### src/rtl/scan_loader.sv
// Serial scan-chain loader/reader: shifts a CELLS-bit pattern into a life array
// MSB first while capturing the array's previous contents into a readback register.
module scan_loader #(
  parameter int CELLS    = 16,
  parameter int SCAN_DIV = 4
) (
  input  logic             clk,
  input  logic             reset,
  input  logic             start,
  input  logic             write_mode,
  input  logic [CELLS-1:0] pattern,
  input  logic             scan_read_val,
  output logic             scan,
  output logic             scan_write_val,
  output logic             scan_write_enb,
  output logic             busy,
  output logic             done,
  output logic [CELLS-1:0] readback
);

  localparam int DW = (SCAN_DIV > 1) ? $clog2(SCAN_DIV) : 1;
  localparam int CW = $clog2(CELLS + 1);
  localparam logic [DW-1:0] DIV_LAST = DW'(SCAN_DIV - 1);
  localparam logic [CW-1:0] CNT_LAST = CW'(CELLS - 1);

  typedef enum logic [1:0] {
    IDLE,
    SHIFT,
    DONE
  } state_t;

  state_t           state_reg;
  logic [CELLS-1:0] psr_reg;
  logic [CELLS-1:0] rb_reg;
  logic             wm_reg;
  logic [DW-1:0]    div_reg;
  logic [CW-1:0]    cnt_reg;
  logic             scan_edge;

  // With SCAN_DIV=1 the divider sits at 0 == DIV_LAST, so scan stays high all of SHIFT.
  assign scan_edge = (state_reg == SHIFT) && (div_reg == DIV_LAST);

  always_ff @(posedge clk) begin
    if (reset) begin
      state_reg <= IDLE;
      psr_reg   <= '0;
      rb_reg    <= '0;
      wm_reg    <= 1'b0;
      div_reg   <= '0;
      cnt_reg   <= '0;
    end else begin
      case (state_reg)
        IDLE: begin
          if (start) begin
            psr_reg   <= pattern;
            wm_reg    <= write_mode;
            div_reg   <= '0;
            cnt_reg   <= '0;
            state_reg <= SHIFT;
          end
        end
        SHIFT: begin
          div_reg <= (div_reg == DIV_LAST) ? '0 : div_reg + 1'b1;
          if (scan_edge) begin
            psr_reg <= {psr_reg[CELLS-2:0], 1'b0};
            rb_reg  <= {rb_reg[CELLS-2:0], scan_read_val};
            cnt_reg <= cnt_reg + 1'b1;
            if (cnt_reg == CNT_LAST) state_reg <= DONE;
          end
        end
        DONE:    state_reg <= IDLE;
        default: state_reg <= IDLE;
      endcase
    end
  end

  assign scan           = scan_edge;
  assign busy           = (state_reg == SHIFT);
  assign done           = (state_reg == DONE);
  assign scan_write_val = busy ? psr_reg[CELLS-1] : 1'b0;
  assign scan_write_enb = busy ? wm_reg : 1'b0;
  assign readback       = rb_reg;

endmodule

### config.mk
export PLATFORM = sky130hd
export DESIGN_NAME = scan_loader
export DESIGN_NICKNAME = d
export VERILOG_FILES = /design/src/rtl/scan_loader.sv
export SDC_FILE = /design/constraint.sdc
export NUM_CORES = 1
export LEC_CHECK = 0
export CAP_MARGIN = 0
export CORE_UTILIZATION = 48
export DETAILED_ROUTE_END_ITERATION = 16
export GPL_TIMING_DRIVEN = 1
export PLACE_DENSITY = 0.78
export SLEW_MARGIN = 10
export SYNTH_ARGS = -nofsm -noshare
export SYNTH_HDL_FRONTEND = slang
export SYNTH_SLANG_ARGS = --single-unit
export TNS_END_PERCENT = 5
### constraint.sdc
create_clock -name clk -period 1.8 [get_ports clk]
set_input_delay 0.36 -clock clk [delete_from_list [all_inputs] [get_ports clk]]
set_output_delay 0.36 -clock clk [all_outputs]
set_load 0.05 [all_outputs]
# Word level (Yosys, flattened, before mapping)

Index checks and enable logic that the tools add are counted.
Widths: inputs -> output; s select.

Register bits: 42
Input bits: 21
Output and inout bits: 21

Add/sub/neg operators: 2
Eq/ne operators: 7
Mux-type cells: 15
Reduce and logical (&&, ||, !) cells: 8

Operators by type and width:

| cell                | number |
|---|---|
| $mux 16             | 2 |
| $pmux 16 s2         | 1 |
| $mux 2              | 5 |
| $mux 5              | 2 |
| $pmux 5 s2          | 1 |
| $pmux 2 s2          | 2 |
| $reduce_and 2->1    | 3 |
| $reduce_and 3->1    | 2 |
| $add 5x1->5 const B | 1 |
| $eq 5x4->1 const B  | 1 |
| $eq 2x2->1 const B  | 2 |
| $ne 2x2->1 const B  | 2 |
| $add 2x1->2 const B | 1 |
| $eq 2x1->1 const B  | 1 |
| $logic_not 2->1     | 1 |
| $mux 1              | 2 |
| $ne 2x1->1 const B  | 1 |
| $reduce_bool 2->1   | 1 |
| $logic_and 1x1->1   | 1 |

# Longest topological paths before layout

Depth after elaboration: 4
Mapped depth: 6
Depth with buffers taken out: 6

# Worst setup path before layout

Ideal clock, no wire load.

Path kind: flip-flop to output port
Start point: register state_reg[0]
End point: output scan_write_enb
Arrival: 1.473 ns
Required time: 1.440 ns
Slack: -0.033 ns
Cell stages (with the launch flop): 4
Cells stage by stage: dfxtp_1 > nand2b_1 > inv_1 > and2_1

Cells in the longest elaborated chain, start to end: 2

Ends and longest elaborated chain:

| item                   | RTL line | RTL |
|---|---|---|
| from (decl)            | 32       | `state_t state_reg;` |
| from (signal assigned) | 45       | `state_reg <= IDLE;` |
| from (signal assigned) | 59       | `state_reg <= SHIFT;` |
| from (signal assigned) | 68       | `if (cnt_reg == CNT_LAST) state_reg <= DONE;` |
| $eq 2x1->1             | 78       | `assign busy = (state_reg == SHIFT);` |
| net busy               | 16       | `output logic busy,` |
| $mux 1                 | 81       | `assign scan_write_enb = busy ? wm_reg : 1'b0;` |
| to (decl)              | 15       | `output logic scan_write_enb,` |

The timed path passes the listed nets, and every way through them passes these cells.

# Worst setup path after layout

Start point: register state_reg[1]
End point: output scan_write_val

Cells in the longest elaborated chain, start to end: 2

Ends and longest elaborated chain:

| item       | RTL line | RTL |
|---|---|---|
| $eq 2x1->1 | 78       |  |
| $mux 1     | 80       | `assign scan_write_val = busy ? psr_reg[CELLS-1] : 1'b0;` |
| to (decl)  | 14       | `output logic scan_write_val,` |

No other way between the ends.

==> metrics.cfg <==
[status]
status=finished clean

[placed_design]
place.detailed.hpwl_um=2570
dpl_cell_area_mm2=0.00214
gp_congestion=0.798
numPortBuffers=41

[floorplan]
die-area_mm2=0.00369
core.rowCount=20
core_area_mm2=0.00315
io_pins=42
die_w_um=60.7
die_y_um=60.7
start_util_pct=52.5

[detailed_routing]
vias=1546
ant_nets=0
first_pass_iters=4
drc=0
wl_um=3700
dr.first_iter.drc_count=84
wl_per_cell_um=13.0
vias_per_cell=5.44

[logic_synthesis]
yosysMostFrequentCell=dfxtp_1
yosys.area_share.simple_pct=27.0
synthAdderAreaFrac_pct=2.27
synthTopCellsByArea=dfxtp_1 51%, nor3_1 10%, nand2_1 8.4%
synth_nets=220
synthCells=196
yosysWarnings=0
ys_seq_elements=42
netlist.area_leader.share_pct=50.8
synth-main-ff-cell=dfxtp_1
synth_top_family_by_area=simple AND/OR/NAND/NOR gates
ys_seq_area_share_pct=50.8
synth_xor_area_share_pct=0.529
synth_edf_count=0
synth_mux_area_share_pct=0.680
synthArstFlopShare_pct=0
synth_top_area_cell=dfxtp_1
synth_compound_area_share_pct=14.0
synth_cell_types=28
netlist_area_mm2=0.00166
yosys-top-cells-count=42 x dfxtp_1, 37 x nand2_1, 33 x nor3_1
avgSynthCellArea_um2=8.45

[finish]
antenna_cells=0
fin_util_pct=70.4
fin_area_mm2=0.00222
area_delta_synth_final_pct=33.9
nets=263
drive_gt1_share_pct=19.2

[power]
power.switching_mw=0.411
power.leakage_nw=0.873
clkPwrFrac_pct=28.9
ir_worst_vdd_mv=0.669
switching_share_pct=24.7
pwr-share-seq_pct=59.2
p_comb_share_pct=11.9
finalPower_mw=1.67
intPower_mw=1.26
p_per_area_mw_per_mm2=752

[clock_tree]
cts_buffer_depth=2
tritoncts=yes
cts_resized=3
clock_latency_ns=0.34
cts.sinks=42
cts_buffers=5
post_cts_buffers=0
clkTransAtPathRegs_ns=0.12
postCtsHoldBufs=0
htree_levels=2
cts_root_buf=clkbuf_4

[grt]
grt_max_degree=26
grt-ovfl-total=0
grt_pass1_vias=1387
gr-usage-all-layers_pct=22.0
grt_pass1_wl_um=5930
antenna_found_initial=0

[timing]
hold_violations=0
period_share_pct=96.9
period_needed_ns=1.74
setup_viol=0
rsz0062_at_grt=true
maxSlewViolCount=0
fmax_mhz=573
slew_headroom_pct=79.9
setup_tns_ns=0
worst_slew_pin_slew_ns=0.300
clock-skew-final_ns=0.00913

[setup_path]
crit_slowest_cell=dfxtp_4
slowest_delay_ns=0.39
required_ns=1.44
cp-end-kind=primary output
rrSetupSlack_ns=0.27
arrival_ns=1.38
start_kind=register
cp_max_fo=7
path_cells=nand2b_4 -> inv_1 -> and2_1 -> buf_12
crit_buf_inv=2
path_class=register to primary output
critical_path.top_delay_family=flip-flops

[worst_hold_path]
hold_class=register to register

[run]
maxCapViolations=0

power groups by stage:
stage / combinational [mW] / clock [mW] / sequential, mW
floorplan: 0.110 / 0 / 1.00
global placement: 0.190 / 0 / 1.01
detailed placement: 0.196 / 0 / 1.01
CTS: 0.198 / 0.496 / 0.988
global route: 0.215 / 0.541 / 0.992
finish: 0.198 / 0.483 / 0.987
path summary, 6_finish.rpt:
check,depth (start not counted),to,from
worst max-delay path,4,scan_write_val,state_reg[1]$_SDFFE_PP0P_
worst min-delay path,2,readback[15]$_SDFFE_PP0P_,readback[15]$_SDFFE_PP0P_
worst max register to register,6,cnt_reg[4]$_SDFFE_PP0P_,cnt_reg[0]$_SDFFE_PP0P_
worst min register to register,2,readback[15]$_SDFFE_PP0P_,readback[15]$_SDFFE_PP0P_
routing by layer:
metal	wire length (um)	vias up	track usage, %	share of wire [%]
li1	-	781	-	-
met1	1630	717	26.1	44
met2	1870	46	38.5	51
met3	177	2	6.40	4.8
met4	21	0	6.82	0.57
met5	0	-	0	0
through the flow:
stage          instances  setup WS [ns]  hold WS, ns
6_report             284         0.0562        0.465
5_1_grt              284        -0.0364        0.481
4_1_cts              284         0.0281        0.467
3_5_place_dp         276         0.0258        0.450
3_3_place_gp         276         0.0798        0.445
2_1_floorplan        196        -0.0332        0.432
worst reg2reg max path: stages (launching register included):
cell and delay [ns]:
dfxtp_1 0.36, ha_1 0.21, and3_1 0.20, ha_1 0.28, nor4bb_1 0.28, a31oi_1 0.07, nor2_1 0.08
kinds of logic after synthesis:
| kind of cell | after synthesis |
|---|---|
| buffers and inverters | 18 |
| XOR/XNOR | 1 |
| AO/OA/AOI/OAI | 41 |
| AND/OR/NAND/NOR | 90 |
| adder cells (fa/ha/maj) | 3 |
| flip-flops | 42 |
| multiplexers | 1 |
area by class of cell:
| class | instances | area (um^2) |
|---|---|---|
| Fill cell | 281 | 935 |
| Sequential cell | 42 | 848 |
| Multi-Input combinational cell | 136 | 748 |
| Timing Repair Buffer | 51 | 495 |
| Clock buffer | 7 | 55.1 |
| Tap cell | 44 | 55.1 |
| Inverter | 3 | 11.3 |
| Clock inverter | 1 | 5.00 |
cell usage in the layout (no fill, tap or decap), types with 5 or more instances in the layout:
master	n
clkbuf_4	5
buf_4	26
a21oi_1	23
clkdlybuf4s50_1	20
buf_12	5
dfxtp_1	40
nand2_1	37
o22ai_1	15
nor3_1	33
nand3_1	5
(Power assumes the default switching activity.)
